==> config.mk <==
export PLATFORM = sky130hd
export DESIGN_NAME = iter_divider
export DESIGN_NICKNAME = d
export VERILOG_FILES = /design/src/rtl/iter_divider_pkg.sv /design/src/rtl/iter_divider.sv
export SDC_FILE = /design/constraint.sdc
export NUM_CORES = 1
export LEC_CHECK = 0
export CAP_MARGIN = 30
export CORE_AREA = 5 5 179 181
export DETAILED_ROUTE_END_ITERATION = 6
export DIE_AREA = 0 0 184 186
export DONT_BUFFER_PORTS = 1
export GPL_ROUTABILITY_DRIVEN = 0
export SYNTH_ARGS = -nofsm -noshare
export SYNTH_HDL_FRONTEND = slang
export SYNTH_SLANG_ARGS = --single-unit
==> constraint.sdc <==
create_clock -name clk -period 4.8 [get_ports clk]
set_input_delay 0.72 -clock clk [delete_from_list [all_inputs] [get_ports clk]]
set_output_delay 0.72 -clock clk [all_outputs]
set_load 0.1 [all_outputs]
==> src/rtl/iter_divider_pkg.sv <==
// Shared definitions for the iterative 32-bit divider: FSM encoding,
// datapath widths and the two's-complement magnitude helper.
package iter_divider_pkg;

  localparam int DATA_W     = 32;
  localparam int ITER_CNT_W = 5;

  // Counter value of the final shift-subtract iteration.
  localparam logic [ITER_CNT_W-1:0] LAST_ITER = ITER_CNT_W'(DATA_W - 1);

  typedef enum logic [1:0] {
    ST_IDLE = 2'd0,
    ST_CALC = 2'd1,
    ST_DONE = 2'd2
  } state_t;

  // Absolute value of a two's-complement word when neg is set.
  // The most negative value maps onto itself, which is the correct
  // unsigned magnitude 2^31.
  function automatic logic [DATA_W-1:0] f_mag(input logic [DATA_W-1:0] v,
                                               input logic              neg);
    return neg ? (~v + DATA_W'(1)) : v;
  endfunction

endpackage

==> src/rtl/iter_divider.sv <==
// Iterative restoring radix-2 divider, 32 quotient bits MSB first, with
// optional two's-complement pre/post processing. Flat port names match
// the pipeline's existing divider IP so it drops straight in.
//
// Handshake: an operand pair is accepted on a rising edge where both
// s_axis_*_tvalid and the shared tready are high; one valid without the
// other is ignored. tready is high only in IDLE and DONE. The result has
// no back-pressure: dout_tvalid/dout_tdata hold in DONE until the next
// accept, which clears dout_tvalid on that same edge.
module iter_divider
  import iter_divider_pkg::*;
#(
  parameter int IS_SIGNED = 1
) (
  input  logic                clk,
  input  logic                resetn,
  input  logic [DATA_W-1:0]   s_axis_dividend_tdata,
  input  logic                s_axis_dividend_tvalid,
  output logic                s_axis_dividend_tready,
  input  logic [DATA_W-1:0]   s_axis_divisor_tdata,
  input  logic                s_axis_divisor_tvalid,
  output logic                s_axis_divisor_tready,
  output logic [2*DATA_W-1:0] m_axis_dout_tdata,
  output logic                m_axis_dout_tvalid
);

  state_t                r_state;
  state_t                w_state_nxt;
  logic [ITER_CNT_W-1:0] r_cnt;
  logic                  r_post;      // all iterations done, apply signs next edge
  logic [DATA_W-1:0]     r_rem;       // partial remainder
  logic [DATA_W-1:0]     r_quo;       // dividend bits shift out, quotient bits shift in
  logic [DATA_W-1:0]     r_dsr;       // divisor magnitude
  logic                  r_neg_q;
  logic                  r_neg_r;
  logic [2*DATA_W-1:0]   r_result;
  logic                  r_dout_tvalid;

  logic                  w_ready;
  logic                  w_accept;
  logic                  w_dvd_neg;
  logic                  w_dsr_neg;
  logic [DATA_W:0]       w_shift;
  logic [DATA_W:0]       w_diff;
  logic                  w_fits;
  logic [DATA_W-1:0]     w_rem_nxt;
  logic [DATA_W-1:0]     w_quo_nxt;
  logic [DATA_W-1:0]     w_q_final;
  logic [DATA_W-1:0]     w_r_final;

  assign w_ready  = (r_state == ST_IDLE) || (r_state == ST_DONE);
  assign w_accept = w_ready && s_axis_dividend_tvalid && s_axis_divisor_tvalid;

  assign w_dvd_neg = (IS_SIGNED != 0) && s_axis_dividend_tdata[DATA_W-1];
  assign w_dsr_neg = (IS_SIGNED != 0) && s_axis_divisor_tdata[DATA_W-1];

  // One restoring step: shift in the next dividend bit and subtract the
  // divisor if it fits. A zero divisor always fits, which naturally gives
  // an all-ones quotient and remainder = dividend magnitude.
  assign w_shift   = {r_rem, r_quo[DATA_W-1]};
  assign w_diff    = w_shift - {1'b0, r_dsr};
  assign w_fits    = ~w_diff[DATA_W];
  assign w_rem_nxt = w_fits ? w_diff[DATA_W-1:0] : w_shift[DATA_W-1:0];
  assign w_quo_nxt = {r_quo[DATA_W-2:0], w_fits};

  assign w_q_final = f_mag(r_quo, r_neg_q);
  assign w_r_final = f_mag(r_rem, r_neg_r);

  assign s_axis_dividend_tready = w_ready;
  assign s_axis_divisor_tready  = w_ready;
  assign m_axis_dout_tdata      = r_result;
  assign m_axis_dout_tvalid     = r_dout_tvalid;

  // FSM state register.
  always_ff @(posedge clk or negedge resetn) begin
    if (!resetn) r_state <= ST_IDLE;
    else         r_state <= w_state_nxt;
  end

  // Next-state logic: accept from IDLE/DONE, leave CALC after sign fix-up.
  always_comb begin
    w_state_nxt = r_state;
    case (r_state)
      ST_IDLE, ST_DONE: if (w_accept) w_state_nxt = ST_CALC;
      ST_CALC:          if (r_post)   w_state_nxt = ST_DONE;
      default:          w_state_nxt = ST_IDLE;
    endcase
  end

  // Datapath: capture magnitudes on accept, iterate 32 times, then
  // register the sign-corrected result one edge later (edge 33).
  always_ff @(posedge clk or negedge resetn) begin
    if (!resetn) begin
      r_cnt         <= '0;
      r_post        <= 1'b0;
      r_rem         <= '0;
      r_quo         <= '0;
      r_dsr         <= '0;
      r_neg_q       <= 1'b0;
      r_neg_r       <= 1'b0;
      r_result      <= '0;
      r_dout_tvalid <= 1'b0;
    end else if (w_accept) begin
      r_cnt         <= '0;
      r_post        <= 1'b0;
      r_rem         <= '0;
      r_quo         <= f_mag(s_axis_dividend_tdata, w_dvd_neg);
      r_dsr         <= f_mag(s_axis_divisor_tdata, w_dsr_neg);
      r_neg_q       <= w_dvd_neg ^ w_dsr_neg;
      r_neg_r       <= w_dvd_neg;
      r_result      <= '0;
      r_dout_tvalid <= 1'b0;
    end else if (r_state == ST_CALC) begin
      if (!r_post) begin
        r_rem <= w_rem_nxt;
        r_quo <= w_quo_nxt;
        if (r_cnt == LAST_ITER) r_post <= 1'b1;
        else                    r_cnt  <= r_cnt + ITER_CNT_W'(1);
      end else begin
        r_result      <= {w_q_final, w_r_final};
        r_dout_tvalid <= 1'b1;
        r_post        <= 1'b0;
      end
    end
  end

endmodule
==> metrics.txt, run 1 <==
status=completed; Clock Tree Buf Depth=2; Crit. End Element=flip-flop; largest net degree at the start of global routing=roughly 170; Yosys cell types=slightly below 60; CTS Sinks=~170; vias per cell=about 5.3; Worst-Margin Slew=about 1000 ps; later-pin clock latency in the skew report=430 ps; Avg Synthesized Cell Area=8.80 sq um; RSZ-0062 raised after global routing=false; Post-Route WL=roughly 27,000 microns; asr flop ratio synth=100%; Ys Warns=0; crit start category=flip-flop; Seq cells post-synth=between 150 and 200; I/O Buffers=0; Fin Setup TNS=0 ps; CTS Buf Count=17; GRT Resource Usage Total=between 10% and 20%; DR vias=8,452; hpwl dp=roughly 20,000 microns; Mapped Nets=1,319; initial antenna violation count=0; final setup violation count=0; Setup WS post-layout=between 1000 and 1500 ps; synthesized area=between 10,000 and 15,000 sq um; most instantiated cells after synthesis=o21ai_0, nand2_1, dfrtp_1, xor2_1, inv_1; Die Y=186 microns; Worst EP arrival=approximately 4100 ps; Initial Util=35.2%; vias in the first global route=roughly 8,300; Top Ports=between 100 and 150; H-tree levels=4; HP Class=input pin to asynchronous set/reset pin; Fmax=263 MHz; DIE WIDTH=184 microns; initial DRC count=between 500 and 600; clk root buf=clkbuf_16; CP Data Required Time=5100 ps; Final Hold Viols=0; synth top area cells=dfrtp_1, xor2_1, o21ai_0, nand2_1, ha_1; ratio of cells with drive above 1 in the final layout=5.43%; Setup WS pre-CTS=922 ps; Tcrit/Tclk final=around four fifths; DRC=0; max-slew violations=0; Slew headroom=between 30 and 40%; gr ovfl total=0; area leader, netlist=dfrtp_1; # Max-Cap Violations=0; synthesized instance count=1,212; most frequent cell after synthesis=o21ai_0; CORE AREA=a little over 30,000 sq um; wire length per cell=16.9 microns; predominant post-synthesis flop cell=dfrtp_1; final-stage net count=1,292; diodes inserted=0; row count=between 60 and 70; Worst-path clk slew=roughly 70 ps; min cycle time layout=approximately 3800 ps; CP Class=flip-flop to flip-flop; die area=about 34,000 sq um; post-synthesis sequential area ratio=roughly 40%; FILL cells=~3,000; Clock Skews=13.3 ps; Post-synth EDFFs=0; Layout area overhead=10.1%; first-pass GRT wire length=approximately 44,000 microns; Crit Path Max Fanout=12; post-synth top area share=between 40% and 50%; TritonCTS clock tree=yes; Pre-antenna DRT Iters=5; end-of-flow core utilization=38.8%; Final ANT Viol Nets=0
[through the flow]
stage / hold slack, ps / instances / cell area (sq um)
floorplan: 424 / 1212 / 10700
global placement: 431 / 1559 / 11100
detailed placement: 431 / 1560 / 11100
CTS: 363 / 1593 / 11700
global route: 368 / 1594 / 11700
finish: 263 / 1594 / 11700
[state kept, by name (all words and copies together), names as in the netlist, 2 cells and up]
register           flops
r_dsr                 32
r_quo                 32
r_rem                 32
r_state                2
r_cnt                  5
m_axis_dout_tdata     64
[cell families after synthesis]
kind of cell	Yosys count	share of synthesized area, %
AOI/OAI and AO/OA	372	21.1
and+or+nand+nor	338	14.8
DFF	171	40.1
xor gates and xnor gates	152	12.5
buffers and inverters	109	3.97
adders and majority gates	39	4.65
muxes	31	2.91
[worst max-delay path: stages, from the launching register on]
cell and delay [ps]:
dfrtp_1 350, inv_1 80, ha_1 230, fa_1 410
nand2b_1 180, a21oi_1 190, o21ai_0 210, o21ai_0 200
buf_4 150, a21oi_1 50, o21ai_0 310, o221ai_1 280
xor2_4 440, buf_4 290, mux2i_1 210, o21ai_0 90
[metal layers]
| metal | share of wire, % | GRT usage [%] | vias up |
|---|---|---|---|
| met5 | 0 | 0 | - |
| met2 | 44 | 24.1 | 196 |
| met4 | 1.5 | 4.47 | 0 |
| met3 | 5.8 | 3.79 | 24 |
| met1 | 48 | 22.0 | 4001 |
| li1 | - | - | 4231 |
[path summary, 6_finish.rpt]
kind,slack (ps),end,cells past startpoint,from
setup / recovery,1000,r_rem[4],15,r_quo[31]
hold / removal,260,r_dsr[17],1,resetn
setup reg to reg,1000,r_rem[4],15,r_quo[31]
hold reg to reg,480,r_dsr[16],2,r_dsr[16]
max in group asynchronous,3820,m_axis_dout_tdata[42],1,resetn
min in group clk,420,r_neg_r,2,s_axis_dividend_tdata[31]
[timing repair]
action                                 4_1_cts  5_1_grt
setup endpoints to repair                    0        0
hold buffers                                 1        0
buffers inserted                             0        0
gates resized for setup                      0        0
endpoints found under the hold margin      171        0
[cell usage in the layout (no fill, tap or decap), drive strengths merged, types with 25 or more instances in the layout]
master  synthesis  final
xor2          123    123
o21ai         210    210
dfrtp         171    171
mux2i          31     31
o31ai          40     40
a22oi          29     29
xnor2          29     29
nand2         200    200
ha             38     38
a21oi          25     25
or3            28     28
nor2           30     30
inv            50     56
[cell type report]
class	instances	area [sq um]	area share (%)
Clock buffer	18	439	3.74
Clock inverter	14	180	1.53
Inverter	50	188	1.60
Multi-Input combinational cell	932	6000	51.1
Sequential cell	171	4280	36.4
Tap cell	396	495	4.22
Timing Repair Buffer	13	155	1.32
Power of run 1 is not shown: default switching activity piles up to over one toggle a cycle in this logic, so the estimate is an artifact.
==> run 2, diff against run 1 <==
- clock period: 4.8 -> 3.2 ns (I/O delays scaled with it)
==> run 2 against run 1 <==
The flow now finishes with violations (hold timing, setup timing). Critical path depth down 5. Routed wire length is 5.3% higher. Global-route usage grew 0.85 points. First-iteration DRC count increased by 14%. Sequential cell count unchanged. Largest cell class unchanged. Highest routed layer unchanged.
==> metrics.txt, run 2 (same netlist as run 1, synthesis figures left out) <==
status=complete, but fails checks; failing checks=hold timing, setup timing; DRC=0; Crit Path Max Fanout=3; vias in the first global route=8,602; reg-to-reg startpoint=r_quo[4]; ratio of cells with drive above 1 in the final layout=14.1%; min cycle time layout=3340 ps; worst reg2reg endpoint=m_axis_dout_tdata[63]; final-stage net count=roughly 1,400; grt met3 use=3.99%; Crit path max-delay family=simple AND/OR/NAND/NOR gates; CTS Buf Count=17; most frequent CP cell=or4_4; CP Class=flip-flop to flip-flop; WP buf/inv=0; CORE AREA=~30,000 sq um; wire length per cell=about 17 microns; r2r worst-path depth=10; later-pin clock latency in the skew report=about 430 ps; CTS Sinks=around 170; first-pass GRT wire length=between 40,000 and 50,000 microns; final setup violation count=8; Final Hold Viols=171; clk root buf=clkbuf_16; Worst-path clk slew=roughly 70 ps; Final Cell Area=12,700 sq um; max reg flops=64; Slew headroom=around 35%; H-tree levels=4; Post-Route WL=~28,000 microns; diodes inserted=0; die area=34,200 sq um; Tcrit/Tclk final=104%; Clock Skews=roughly 12 ps; I/O Buffers=0; initial antenna violation count=0; Crit-path slowest cell=or4_4; Setup WS post-layout=-141 ps; commonest non-fill, non-tap cell in the layout=nand2_1; RSZ-0062 raised after global routing=true; gr ovfl total=0; TritonCTS clock tree=yes; Most Crowded Layer GR=met2; GRT Resource Usage Total=~16%; met1 usage=a little under a quarter; max-slew violations=0; hpwl dp=between 20,000 and 25,000 microns; Die Y=approximately 190 microns; Crit. End Element=flip-flop; crit start category=flip-flop; # Max-Cap Violations=0; Final ANT Viol Nets=0; most frequent cells in the layout=nand2_1, o21ai_0, dfrtp_1, xor2_1, buf_4; Top Ports=~140; CP peak stage delay=approximately 460 ps; row count=64; initial DRC count=a little under 600; Initial Util=between 30% and 40%; met2 Use GR=25.5%; largest net degree at the start of global routing=roughly 170; Pre-antenna DRT Iters=5; Clock Tree Buf Depth=2; DIE WIDTH=184 microns; CP Launch Point=r_quo[4]; Worst-Margin Slew=slightly below 1000 ps; crit-path cells=nor4_4 > nand2_1 > or4_4 > or4_4 > or4_4 > or3_4 > or2_4 > o31ai_4 > xnor2_1 > o21ai_1; Hold WS=-249 ps; Fmax=299 MHz; reg-to-reg slack, setup=-140 ps; Worst EP arrival=~3600 ps; HP Class=input pin to asynchronous set/reset pin; vias per cell=between 5 and 6; Layout area overhead=18.9%; DP Area=11,800 sq um; CP Data Required Time=between 3000 and 4000 ps; DR vias=slightly below 9,000
run 2: cell types whose count changed in the layout (fill, tap and decap cells not counted), moves of 3 or more:
| cell | previous run | this run |
|---|---|---|
| o31ai_1 | 40 | 33 |
| buf_4 | 9 | 98 |
| o21ai_0 | 207 | 193 |
| o21ai_1 | 3 | 13 |
| o21ai_2 | 0 | 4 |
| or4_1 | 14 | 10 |
| o31ai_4 | 0 | 6 |
| or3_4 | 1 | 4 |
| or3_1 | 27 | 24 |
| inv_6 | 5 | 1 |
| or4_4 | 4 | 8 |
run 2: per-stage QoR:
step                instances  util [%]  setup WS (ps)  hold slack, ps  TNS, ps
finish                   1684      41.9           -141            -249     -739
CTS                      1677      41.1           -144            -276     -805
floorplan                1212         -          -76.7             184     -497
global route             1684      41.9           -320            -275    -2280
global placement         1645      39.0           -175             191    -1710
detailed placement       1645      39.0           -193             192    -4190
run 2: worst max-delay path by stage:
stage / slack [ps] / endpoint / cells past startpoint
6_report: -140 / m_axis_dout_tdata[63] / 10
5_1_grt: -320 / m_axis_dout_tdata[60] / 10
4_1_cts: -140 / m_axis_dout_tdata[63] / 10
3_5_place_dp: -190 / r_quo[29] / 9
3_3_place_gp: -170 / r_quo[30] / 8
2_1_floorplan: -80 / r_quo[29] / 9
run 2: repair_timing:
item / in CTS / in global routing
pin swaps: 2 / 7
gates cloned: 0 / 1
gates resized for setup: 10 / 28
buffers inserted: 1 / 5
endpoints found under the hold margin: 171 / 171
endpoints found under the setup margin: 42 / 45
run 2: final cells by class:
| class | count | area (sq um) |
|---|---|---|
| Clock inverter | 10 | 141 |
| Clock buffer | 21 | 460 |
| Tap cell | 396 | 495 |
| Timing Repair Buffer | 104 | 868 |
| Fill cell | 3006 | 17600 |
| Multi-Input combinational cell | 932 | 6240 |
| Inverter | 50 | 188 |
| Sequential cell | 171 | 4280 |
run 2: layer usage:
layer	wire length, microns	up-vias
met5	0	-
met4	393	0
li1	-	4422
met3	1580	22
met1	13600	4224
met2	12900	166
Power of run 2 is left out for the same reason.
==> run 3, diff against run 2 <==
- clock period: 3.2 -> 2.75 ns (I/O delays scaled with it)
==> run 3 against run 2 <==
The flow still finishes with violations (hold timing, setup timing). Register-to-register slack got worse by 440 ps. Sequential cell count did not move. Worst setup slack lost 440 ps.
==> metrics.txt, run 3 (same netlist as run 1, synthesis figures left out) <==
status=complete, but fails checks; failing checks=hold timing, setup timing; largest net degree at the start of global routing=around 170; Worst EP arrival=about 3700 ps; crit start category=flip-flop; Tcrit/Tclk final=121%; CP Data Required Time=between 3000 and 4000 ps; ratio of cells with drive above 1 in the final layout=a little under a quarter; Placed Instances=approximately 1,700; vias in the first global route=around 9,000; max reg flops=64; wire length per cell=between 15 and 20 microns; die area=between 30,000 and 40,000 sq um; Final ANT Viol Nets=0; most frequent CP cell=or4_4; FF+latch area=roughly 4300 sq um; CTS Buf Count=17; Layout area overhead=27.4%; CP Class=flip-flop to flip-flop; Worst-path clk slew=~70 ps; initial DRC count=roughly 530; CP peak stage delay=approximately 440 ps; TritonCTS clock tree=yes; commonest non-fill, non-tap cell in the layout=nand2_1; H-tree levels=4; clk root buf=clkbuf_16; Crit-path slowest cell=or4_4; row count=64; Final Non-Filler Cells=about 1,800; first-pass GRT wire length=47,800 microns; GRT Resource Usage Total=about 17%; min cycle time layout=about 3300 ps; CTS Sinks=around 170; most frequent cells in the layout=nand2_1, dfrtp_1, o21ai_0, buf_4, xor2_1; FILL cells=about 2,900; Worst-Margin Slew=~960 ps; Final Hold Viols=about 170; I/O Buffers=0; Crit path max-delay family=simple AND/OR/NAND/NOR gates; Fin Setup TNS=-11,380 ps; HP Class=input pin to asynchronous set/reset pin; CORE AREA=roughly 30,000 sq um; max-slew violations=0; Top Ports=~140; diodes inserted=0; DR vias=about 9,000; # Max-Cap Violations=0; Multi-input gate area=6620 sq um; Post-Route WL=~29,000 microns; Initial Util=a little over a third; crit-path cells=nor4_4 > nand2_1 > or4_4 > or4_4 > or4_4 > or3_4 > or2_4 > o41ai_4 > xor2_1 > o21ai_1; Clock Tree Buf Depth=2; initial antenna violation count=0; final setup violation count=52; RSZ-0062 raised after global routing=true; Pre-antenna DRT Iters=5; Die Y=186 microns; Setup WS post-layout=-583 ps; Fmax=300 MHz; Slew headroom=around 36%; DRC=0; vias per cell=around 5.2; Clock Skews=approximately 11 ps; later-pin clock latency in the skew report=approximately 430 ps; gr ovfl total=0; hpwl dp=approximately 22,000 microns; WP buf/inv=0; Crit. End Element=flip-flop; DIE WIDTH=approximately 180 microns; Hold WS=-318 ps; Crit Path Max Fanout=3; final-stage net count=1,452
[run 3: changes by cell type in the layout (fill, tap and decap cells not counted), sizes merged]
cell    delta
buf       +70
bufinv     -1
clkinv     -1
[run 3: final cells by class]
type	instances	area share [%]
flip-flops and latches	171	31.5
multi-input cells	932	48.7
clock inverters	8	0.811
repair buffers	173	10.4
well taps	396	3.65
inverters	50	1.38
clock buffers	22	3.56
[run 3: through the flow]
stage               setup WS, ps  hold WS [ps]  utilization [%]  area (sq um)
finish                      -583          -318             44.9         13600
global route                -707          -344             44.9         13600
CTS                         -570          -340             44.4         13500
detailed placement          -630           126             41.2         12500
global placement            -551           126             41.2         12500
floorplan                   -522           117                -         11000
[run 3: path summary, 6_finish.rpt]
check | startpoint | to | slack [ps] | cells after the start
worst max-delay path | r_quo[3] | m_axis_dout_tdata[61] | -580 | 10
worst min-delay path | resetn | m_axis_dout_tdata[40] | -320 | 0
worst max register to register | r_quo[3] | m_axis_dout_tdata[61] | -580 | 10
worst min register to register | r_dsr[7] | r_dsr[7] | 480 | 2
max in group asynchronous | resetn | r_rem[9] | 2710 | 0
min in group clk | s_axis_dividend_tdata[31] | r_neg_r | 140 | 2
[run 3: timing repair]
item | CTS | global route
gates cloned | 3 | 0
pin swaps | 18 | 27
setup endpoints to repair | 53 | 61
gates resized for setup | 53 | 41
buffers inserted | 13 | 7
hold endpoints to repair | 171 | 171
[run 3: routing by layer]
metal / GRT usage (%) / wire, microns / vias up
li1: - / - / 4556
met1: 23.9 / 13900 / 4317
met2: 26.5 / 13000 / 164
met3: 5.18 / 2000 / 24
met4: 4.23 / 390 / 0
met5: 0 / 0 / -
Power of run 3 is left out for the same reason.
